`src/rtl/symbol_pacer.sv`:
```
// -----------------------------------------------------------------------------
// symbol_pacer
//
// Paces pseudo-random symbol generation from the level controller's period,
// buffers the symbols in a small FIFO for the display/compare logic, and asks
// the controller for a level increment after every SYMS_PER_LEVEL consumed
// symbols.
//
// Ports
//   Clk100M      in   system clock, all logic on the rising edge
//   Reset_n      in   asynchronous active-low reset
//   symGenMax    in   [31:0] divider period from the level controller
//   curLevel     in   [3:0]  current level from the level controller
//   newLevel     in   one-cycle acknowledge from the level controller
//   symReady     in   downstream accepts the head symbol
//   symValid     out  FIFO non-empty
//   symData      out  [3:0] FIFO head symbol (holds last value when empty)
//   incLevel     out  one-cycle level-up request
//   overflow     out  sticky flag: a generated symbol was dropped
//   pendingCount out  [3:0] FIFO occupancy, 0..FIFO_DEPTH
// -----------------------------------------------------------------------------
module symbol_pacer #(
    parameter int unsigned SYMS_PER_LEVEL = 10,
    parameter int unsigned FIFO_DEPTH     = 4,
    parameter logic [15:0] LFSR_SEED      = 16'hACE1,
    parameter int unsigned MIN_PERIOD     = 1000
) (
    input  logic        Clk100M,
    input  logic        Reset_n,
    input  logic [31:0] symGenMax,
    input  logic [3:0]  curLevel,
    input  logic        newLevel,
    input  logic        symReady,
    output logic        symValid,
    output logic [3:0]  symData,
    output logic        incLevel,
    output logic        overflow,
    output logic [3:0]  pendingCount
);

    localparam int          AW      = (FIFO_DEPTH > 1) ? $clog2(FIFO_DEPTH) : 1;
    localparam logic [31:0] MIN_P   = 32'(MIN_PERIOD);
    localparam logic [3:0]  DEPTH_C = 4'(FIFO_DEPTH);
    localparam logic [7:0]  SPL_C   = 8'(SYMS_PER_LEVEL);
    localparam logic [3:0]  LVL_TOP = 4'hF;

    typedef enum logic [1:0] {
        ST_RUN      = 2'd0,
        ST_WAIT_ACK = 2'd1,
        ST_MAX      = 2'd2
    } state_t;

    // 16-bit Fibonacci LFSR, taps 16,14,13,11, shifting left into bit 0.
    function automatic logic [15:0] lfsr_step(input logic [15:0] s);
        return {s[14:0], s[15] ^ s[13] ^ s[12] ^ s[10]};
    endfunction

    // Increment that sticks at the limit once reached.
    function automatic logic [7:0] sat_inc(input logic [7:0] v, input logic [7:0] lim);
        return (v >= lim) ? v : v + 8'd1;
    endfunction

    logic [31:0]   div_cnt_q, div_cnt_d;
    logic [31:0]   period, period_m1;
    logic          tick;

    logic [15:0]   lfsr_q, lfsr_d;

    logic [3:0]    mem_q [FIFO_DEPTH];
    logic [AW-1:0] wr_ptr_q, wr_ptr_d;
    logic [AW-1:0] rd_ptr_q, rd_ptr_d;
    logic [3:0]    count_q, count_d;
    logic [3:0]    remain;
    logic [3:0]    sym_data_q, sym_data_d;
    logic          overflow_q, overflow_d;
    logic          fifo_empty, fifo_full;
    logic          pop, push, drop;

    state_t        state_q, state_d;
    logic [7:0]    pop_cnt_q, pop_cnt_d;
    logic          inc_level_q, inc_level_d;
    logic          level_req;

    // ---- divider: period clamp and tick generation ----
    always_comb begin
        period    = (symGenMax < MIN_P) ? MIN_P : symGenMax;
        period_m1 = period - 32'd1;
        // >= rather than == so a shrinking period fires on the next cycle
        tick      = !newLevel && (div_cnt_q >= period_m1);
        div_cnt_d = (newLevel || tick) ? 32'd0 : div_cnt_q + 32'd1;
        // dropped symbols still advance the sequence
        lfsr_d    = tick ? lfsr_step(lfsr_q) : lfsr_q;
    end

    // ---- symbol FIFO: push on tick, pop on valid/ready ----
    always_comb begin
        fifo_empty = (count_q == 4'd0);
        fifo_full  = (count_q == DEPTH_C);
        pop        = !fifo_empty && symReady;
        // a pop frees the slot the push needs when full
        push       = tick && (!fifo_full || pop);
        drop       = tick && fifo_full && !pop;

        count_d    = count_q + {3'b000, push} - {3'b000, pop};
        wr_ptr_d   = push ? wr_ptr_q + AW'(1) : wr_ptr_q;
        rd_ptr_d   = pop  ? rd_ptr_q + AW'(1) : rd_ptr_q;
        overflow_d = overflow_q | drop;

        // Registered head: entries left after the pop are older than the
        // incoming symbol, so the new symbol only becomes head when nothing
        // else remains.
        remain = count_q - {3'b000, pop};
        if (remain != 4'd0) begin
            sym_data_d = mem_q[rd_ptr_d];
        end else if (push) begin
            sym_data_d = lfsr_d[3:0];
        end else begin
            sym_data_d = sym_data_q;
        end
    end

    always_ff @(posedge Clk100M) begin
        if (push) begin
            mem_q[wr_ptr_q] <= lfsr_d[3:0];
        end
    end

    always_ff @(posedge Clk100M or negedge Reset_n) begin
        if (!Reset_n) begin
            div_cnt_q  <= 32'd0;
            lfsr_q     <= LFSR_SEED;
            wr_ptr_q   <= '0;
            rd_ptr_q   <= '0;
            count_q    <= 4'd0;
            sym_data_q <= 4'd0;
            overflow_q <= 1'b0;
        end else begin
            div_cnt_q  <= div_cnt_d;
            lfsr_q     <= lfsr_d;
            wr_ptr_q   <= wr_ptr_d;
            rd_ptr_q   <= rd_ptr_d;
            count_q    <= count_d;
            sym_data_q <= sym_data_d;
            overflow_q <= overflow_d;
        end
    end

    // ---- level FSM: state register ----
    always_ff @(posedge Clk100M or negedge Reset_n) begin
        if (!Reset_n) begin
            state_q     <= ST_RUN;
            pop_cnt_q   <= 8'd0;
            inc_level_q <= 1'b0;
        end else begin
            state_q     <= state_d;
            pop_cnt_q   <= pop_cnt_d;
            inc_level_q <= inc_level_d;
        end
    end

    // ---- level FSM: next state ----
    always_comb begin
        state_d   = state_q;
        pop_cnt_d = pop ? pop_cnt_q + 8'd1 : pop_cnt_q;
        level_req = 1'b0;
        unique case (state_q)
            ST_RUN: begin
                // A full count carried over from WAIT_ACK requests at once;
                // a pop in that same cycle starts the next batch.
                if (pop_cnt_q == SPL_C) begin
                    level_req = 1'b1;
                    pop_cnt_d = pop ? 8'd1 : 8'd0;
                end else if (pop && (pop_cnt_q + 8'd1 == SPL_C)) begin
                    level_req = 1'b1;
                    pop_cnt_d = 8'd0;
                end
                if (level_req) begin
                    state_d = (curLevel == LVL_TOP) ? ST_MAX : ST_WAIT_ACK;
                end
            end
            ST_WAIT_ACK: begin
                pop_cnt_d = pop ? sat_inc(pop_cnt_q, SPL_C) : pop_cnt_q;
                if (newLevel) begin
                    state_d = ST_RUN;
                end
            end
            ST_MAX: begin
                state_d = ST_MAX;
            end
            default: begin
                state_d = ST_RUN;
            end
        endcase
    end

    // ---- level FSM: outputs ----
    always_comb begin
        inc_level_d = (state_q == ST_RUN) && level_req && (curLevel != LVL_TOP);
    end

    assign symValid     = !fifo_empty;
    assign symData      = sym_data_q;
    assign incLevel     = inc_level_q;
    assign overflow     = overflow_q;
    assign pendingCount = count_q;

endmodule

```
`config.mk`:
```
export PLATFORM = sky130hd
export DESIGN_NAME = symbol_pacer
export DESIGN_NICKNAME = d
export VERILOG_FILES = /design/src/rtl/symbol_pacer.sv
export SDC_FILE = /design/constraint.sdc
export NUM_CORES = 1
export LEC_CHECK = 0
export ABC_AREA = 1
export CORE_MARGIN = 8
export CORE_UTILIZATION = 55
export CTS_CLUSTER_DIAMETER = 80
export DETAILED_ROUTE_END_ITERATION = 12
export DONT_BUFFER_PORTS = 1
export PLACE_DENSITY = 0.75
export SYNTH_ARGS = -nofsm -noshare
export SYNTH_HDL_FRONTEND = slang
export SYNTH_SLANG_ARGS = --single-unit
```
`constraint.sdc`:
```
create_clock -name Clk100M -period 4.4 [get_ports Clk100M]
set_clock_uncertainty 0.15 [all_clocks]
set_input_delay 1.32 -clock Clk100M [delete_from_list [all_inputs] [get_ports Clk100M]]
set_output_delay 1.32 -clock Clk100M [all_outputs]
set_load 0.02 [all_outputs]
```
==> results.yml, run 1 <==
setup_path:
  worstPathMaxFanout: 7
  cpPeakStageDelay_ns: 0.52
  critPathMostFrequentCell: "nor2_4"
  r2r_slack_ns: 1.38
  rr_startpoint: "pendingCount[2]"
  crit_arrival_ns: 5.08
  critPathLaunchType: "input port"
  r2r-end: "symData[1]"
  path_class: "in -> reg"
  end_kind: "flop"
  cp_slowest_cell: "fa_2"
  required_ns: 4.49
  reg2regPathDepth: 13
route:
  drcViolationCount: 0
  wirelength_mm: 17.36
  dr_wl_met3_um: 755
  wl_met2_mm: 8.949
  firstDrtPassIters: 5
  vias_per_cell: 5.357
  ant_nets: 0
  top_layer: "met4"
  vias: 6032
  drt_iter0_drc: 532
  wire_per_inst_um: 15.41
  drt-met1-wl_mm: 7.254
timing:
  tightest_slew_ns: 0.8087
  grt_setup_unrepaired: "yes"
  drv_slew: 0
  fin_crit_ns: 4.990
  max_freq_mhz: 200.4
  slew_headroom_pct: 45.59
  setup_viol: 86
  worst_slack_ns: -0.5898
  hold_viol: 0
  whs_ns: 0.3156
  post-route-period-util_pct: 113.4
global_routing:
  antenna_found_initial: 0
  grt_pass1_wl_mm: 28.04
  grt_max_degree: 73
  grt_usage_pct: 21.44
  grt_pass1_vias: 5915
  grt_overflow: 0
pwr:
  p_leak_uw: 0.003884
  power.density_nw_per_um2: 312.6
  ir_drop_uv: 358.9
  p_total_uw: 2559
worst_hold_path:
  hp-class: "reg -> reg"
  whs_path_depth: 2
  min_from: "lfsr_q[7]"
  hold-path-endpoint: "lfsr_q[7]"
final_layout:
  instances_no_fill: 1126
  diodes: 0
  design_area_sq_um: 8187
  fillers: 874
  multiInputGateArea_sq_um: 4056
  syn2layout_area_growth_pct: 26.29
  nets: 1068
  drive_above_1_share_pct: 25.64
  seqCellArea_sq_um: 2292
die:
  core_area_sq_um: 11470
  start_util_pct: 56.53
  die_h_um: 124.6
  fp-row-count: 39
  die_x_um: 124.6
  die_area_sq_um: 15520
  num_io_pins: 51
logic_synthesis:
  yosys_most_used_dff: "dfrtp_1"
  netlist_area_sq_um: 6482
  synth-edff-count: 16
  yosys_warnings: 0
  synthArstFlopShare_pct: 81.82
  syn_nets: 964
  synth-seq-cells: 88
  synth.avg_cell_area_sq_um: 7.417
  ys_types: 43
  synth-seq-area-share_pct: 35.36
  synth_cells: 874
clock_network:
  cts_hold_buf: 0
  cts_buffer_depth: 2
  cts_root_buffer: "clkbuf_16"
  cts.htree.levels: 3
  tritoncts.num_buffers: 9
  clkSinkCount: 88
  cts_tree: "yes"
  clkSlewWorstSetupHoldPaths_ns: 0.07
  clock_latency_ns: 0.34
placement:
  placed_cell_area_sq_um: 7358
  place_congestion: 0.9132
  placed_cells: 1091
  io_buffers: 0
  hpwl_mm: 12.06
  place_ws_ns: -0.9998
run_status:
  status: "finished, violations left"
  violations: "setup timing"
job:
  max-cap-violations: 0
## per-stage QoR
step / util (%) / TNS, ns
4_1_cts: 69.29 / -16.15
2_1_floorplan: - / -22.66
3_5_place_dp: 64.17 / -45.47
5_1_grt: 71.39 / -39.24
6_report: 71.39 / -14.87
3_3_place_gp: 64.17 / -37.96
## report_power, final
part | internal, uW | switching, uW | leakage (uW) | total (uW)
Sequential | 913 | 140 | 0.00110 | 1050
Clock | 456 | 352 | 0.000153 | 808
Combinational | 281 | 416 | 0.00263 | 698
Total | 1650 | 909 | 0.00388 | 2560
## cells in the final DEF (no fill, tap or decap), types with 2 or more instances in the layout
master       n
nand2_1    192
inv_1      109
nor2_1      93
buf_4       87
dfrtp_1     64
nand3_1     55
ha_1        46
xor2_1      32
nor2_2      25
nor2_4      23
nor3_1      23
o21ai_0     22
nand2_2     21
a21oi_1     20
nand4_1     18
edfxtp_1    16
inv_2       14
xnor2_1     12
clkbuf_16   11
buf_6       10
nor3_2       9
nand3_2      8
dfstp_2      8
nand2_4      5
nor4_1       5
o22ai_1      5
o211ai_1     4
nor3_4       3
a21oi_2      3
ha_4         3
inv_6        3
clkinv_1     2
nor2_8       2
o21a_1       2
nand3_4      2
nand3b_1     2
a31oi_1      2
buf_12       2
## synthesized netlist by cell type (3+ instances only)
cell type,count,area [sq um]
o211ai_1,4,30.03
nor3_1,28,140.1
dfrtp_1,64,1602
buf_2,3,15.01
o21ai_0,22,110.1
ha_1,49,613.1
inv_2,8,30.03
nand3_1,61,305.3
nor2_1,121,454.2
inv_1,116,435.4
nor4_1,5,31.28
dfstp_2,8,210.2
xor2_1,32,280.3
o22ai_1,5,31.28
nor3_2,6,60.06
nand3_2,4,40.04
a21oi_1,22,110.1
nand2_1,206,773.2
edfxtp_1,16,480.5
nor2_4,9,101.4
nand2_2,12,75.07
clkbuf_1,6,22.52
nor2_2,11,68.82
nand4_1,18,112.6
xnor2_1,12,105.1
## state kept, by name, indices dropped and copies added, names as in the netlist, 2 cells and up
name          count
div_cnt_q        32
lfsr_q           16
mem_q            16
pop_cnt_q         8
pendingCount      4
symData           4
rd_ptr_q          2
state_q           2
wr_ptr_q          2
## metal layers
metal / vias to the layer above / global-route usage, %
met5: - / 0
li1: 3035 / -
met1: 2818 / 26.35
met2: 143 / 37.28
met4: 0 / 6.095
met3: 36 / 4.085
## critical path, delay by kind of cell
kind	cells	cell delay, ns
simple gates	19	2.12
fa+ha+maj	5	1.30
buf+inv	6	0.36
## area by class of cell
class                      instances  share of cell area (%)
clock buffer                      10                   2.797
clock inverter                     6                   1.024
inverter                         126                   5.808
multi-input combinational        651                   49.55
sequential                        88                   28.00
tap                              143                   2.186
timing repair buffer             102                   10.64
## worst max path at each step
stage / from / endpoint / slack, ns / cells past startpoint
6_report: symGenMax[25] / pendingCount[1] / -0.59 / 30
5_1_grt: symGenMax[25] / pendingCount[1] / -0.85 / 30
4_1_cts: symGenMax[25] / pendingCount[1] / -0.49 / 29
3_5_place_dp: symGenMax[28] / pendingCount[1] / -1.0 / 29
3_3_place_gp: symGenMax[16] / pendingCount[1] / -0.88 / 29
2_1_floorplan: symGenMax[28] / pendingCount[1] / -1.01 / 32
## cell families (layout without fill, tap and decap cells)
group,Yosys count,count (layout),synth area share (%)
xor+xnor,44,44,5.945
compound gates,65,65,5.713
flops,88,88,35.36
fa+ha+maj,50,50,9.766
simple gates,492,492,35.34
buf+inv,135,244,7.875
## what timing repair did
action / in CTS / in global routing
endpoints found under the setup margin: 57 / 91
cloned: 0 / 4
setup buffers: 14 / 10
pin swaps: 27 / 26
endpoints found under the hold margin: 0 / 0
gates resized for setup: 48 / 50
(Power assumes the default switching activity.)
==> run 2, diff against run 1 <==
--- a/config.mk
+++ b/config.mk
@@ -11,6 +11,7 @@
 export CTS_CLUSTER_DIAMETER = 80
 export DETAILED_ROUTE_END_ITERATION = 12
 export DONT_BUFFER_PORTS = 1
+export HOLD_SLACK_MARGIN = 0.12
 export PLACE_DENSITY = 0.75
 export SYNTH_ARGS = -nofsm -noshare
 export SYNTH_HDL_FRONTEND = slang
==> constraint.sdc (replaced) <==
create_clock -name Clk100M -period 4.4 [get_ports Clk100M]
set_clock_uncertainty 0.15 [all_clocks]
set_input_delay 0.88 -clock Clk100M [delete_from_list [all_inputs] [get_ports Clk100M]]
set_output_delay 0.88 -clock Clk100M [all_outputs]
set_load 0.02 [all_outputs]
==> run 2 against run 1 <==
Against the previous run: the flow still finishes with violations (setup timing); routed wire length is 9.4% lower; sequential power hardly changed; cell area is 4.7% lower; die area stayed put; utilization is 3.3 points lower; critical endpoint unchanged; sequential share of layout area is 1.4 points higher; hold slack worse by 0.083 ns; worst setup slack better by 0.51 ns; first-iteration DRC count is 19% lower; critical path depth is 1 higher; global-route usage is 1.6 points lower; maximum frequency is 12% higher.
==> results.yml, run 2 (synthesis results as in run 1) <==
route:
  firstDrtPassIters: 5
  ant_nets: 0
  vias: 5824
  drcViolationCount: 0
  wire_per_inst_um: 14.20
  drt_iter0_drc: 431
  wirelength_mm: 15.72
  vias_per_cell: 5.261
die:
  fp-row-count: 39
  num_io_pins: 51
  die_h_um: 124.6
  die_area_sq_um: 15520
  start_util_pct: 56.53
  die_x_um: 124.6
  core_area_sq_um: 11470
placement:
  place_congestion: 0.9217
  io_buffers: 0
  placed_cell_area_sq_um: 7194
  hpwl_mm: 11.52
timing:
  drv_slew: 0
  worst_slack_ns: -0.07478
  whs_ns: 0.2326
  tightest_slew_ns: 0.7291
  grt_setup_unrepaired: "yes"
  post-route-period-util_pct: 101.7
  setup_viol: 3
  hold_viol: 0
  fin_crit_ns: 4.475
  max_freq_mhz: 223.5
  slew_headroom_pct: 50.95
final_layout:
  largest_register_ffs: 32
  reg_top3: "div_cnt_q (32), lfsr_q (16), mem_q (16)"
  design_area_sq_um: 7802
  drive_above_1_share_pct: 20.64
  top_register: "div_cnt_q"
  nets: 1049
  fillers: 936
  multiInputGateArea_sq_um: 3859
  seqCellArea_sq_um: 2292
  mostFrequentLayoutCells: "nand2_1, nor2_1, inv_1, buf_4, dfrtp_1"
  syn2layout_area_growth_pct: 20.36
  final_common_cell: "nand2_1"
  diodes: 0
setup_path:
  path_class: "in -> reg"
  rr_startpoint: "pendingCount[2]"
  r2r_slack_ns: 1.30
  crit_arrival_ns: 4.56
  cp_slowest_cell: "fa_2"
  cp-startpoint: "symGenMax[19]"
  reg2regPathDepth: 13
  cp-endpoint: "pendingCount[1]"
  worstPathMaxFanout: 5
  required_ns: 4.49
  r2r-end: "symData[0]"
  end_kind: "flop"
  cpPeakStageDelay_ns: 0.51
  critPathLaunchType: "input port"
clock_network:
  cts_tree: "yes"
  cts.htree.levels: 3
  cts_buffer_depth: 2
  clkSinkCount: 88
  clock_latency_ns: 0.34
  clkSlewWorstSetupHoldPaths_ns: 0.07
  tritoncts.num_buffers: 9
  cts_root_buffer: "clkbuf_16"
pwr:
  power.density_nw_per_um2: 320.8
  ir_drop_uv: 354.9
  p_leak_uw: 0.003777
global_routing:
  grt_pass1_wl_mm: 25.97
  grt_overflow: 0
  antenna_found_initial: 0
  grt_pass1_vias: 5597
  grt_usage_pct: 19.86
  grt_max_degree: 65
run_status:
  status: "finished, violations left"
  violations: "setup timing"
job:
  max-cap-violations: 0
worst_hold_path:
  hp-class: "in -> async"
==> run 2: power by group <==
group	internal, uW	switching, uW
logic	272	410
registers	914	135
clock network	445	327
==> run 2: routing by layer <==
| metal | routed length, um | GRT usage [%] | part of all wire, % |
|---|---|---|---|
| met1 | 6901 | 25.06 | 44 |
| met2 | 7840 | 34.67 | 50 |
| met3 | 809 | 3.277 | 5.1 |
| met4 | 173 | 4.323 | 1.1 |
| met5 | 0 | 0 | 0 |
==> run 2: worst min path at each step <==
stage / start / end / slack [ns] / cells after the start
CTS: Reset_n / lfsr_q[0] / 0.22 / 0
detailed placement: lfsr_q[6] / lfsr_q[6] / 0.31 / 2
floorplan: state_q[0] / state_q[1] / 0.28 / 1
global placement: lfsr_q[6] / lfsr_q[6] / 0.30 / 2
global route: Reset_n / lfsr_q[0] / 0.21 / 0
finish: Reset_n / lfsr_q[10] / 0.23 / 0
==> run 2: stage by stage <==
stage | setup TNS, ns | power (uW) | setup slack [ns] | cells | util [%]
floorplan | -2.692 | 1537 | -0.5739 | 874 | -
global placement | -6.491 | 1681 | -0.4299 | 1073 | 62.74
detailed placement | -12.48 | 1700 | -0.5598 | 1073 | 62.74
CTS | -0.1060 | 2505 | -0.07787 | 1105 | 67.02
global route | -1.402 | 2666 | -0.3522 | 1107 | 68.04
finish | -0.1108 | 2503 | -0.07478 | 1107 | 68.04
==> run 2: timing repair <==
item,CTS,global route
pin swaps,26,23
gates cloned,0,2
endpoints found under the hold margin,64,0
setup endpoints to repair,3,88
gates resized for setup,14,19
buffers inserted,15,6
hold buffers,1,0
==> run 2: critical path, delay by kind of cell <==
kind | cells | cell delay [ns]
AND/OR/NAND/NOR | 21 | 2.19
adder cells (fa/ha/maj) | 5 | 1.25
buffers and inverters | 5 | 0.22
==> run 2: cell type report <==
type	count	area share (%)
Clock inverter	7	0.9942
Tap cell	143	2.293
Clock buffer	9	2.886
Multi-Input combinational cell	651	49.45
Timing Repair Buffer	83	8.900
Inverter	126	6.094
Sequential cell	88	29.38
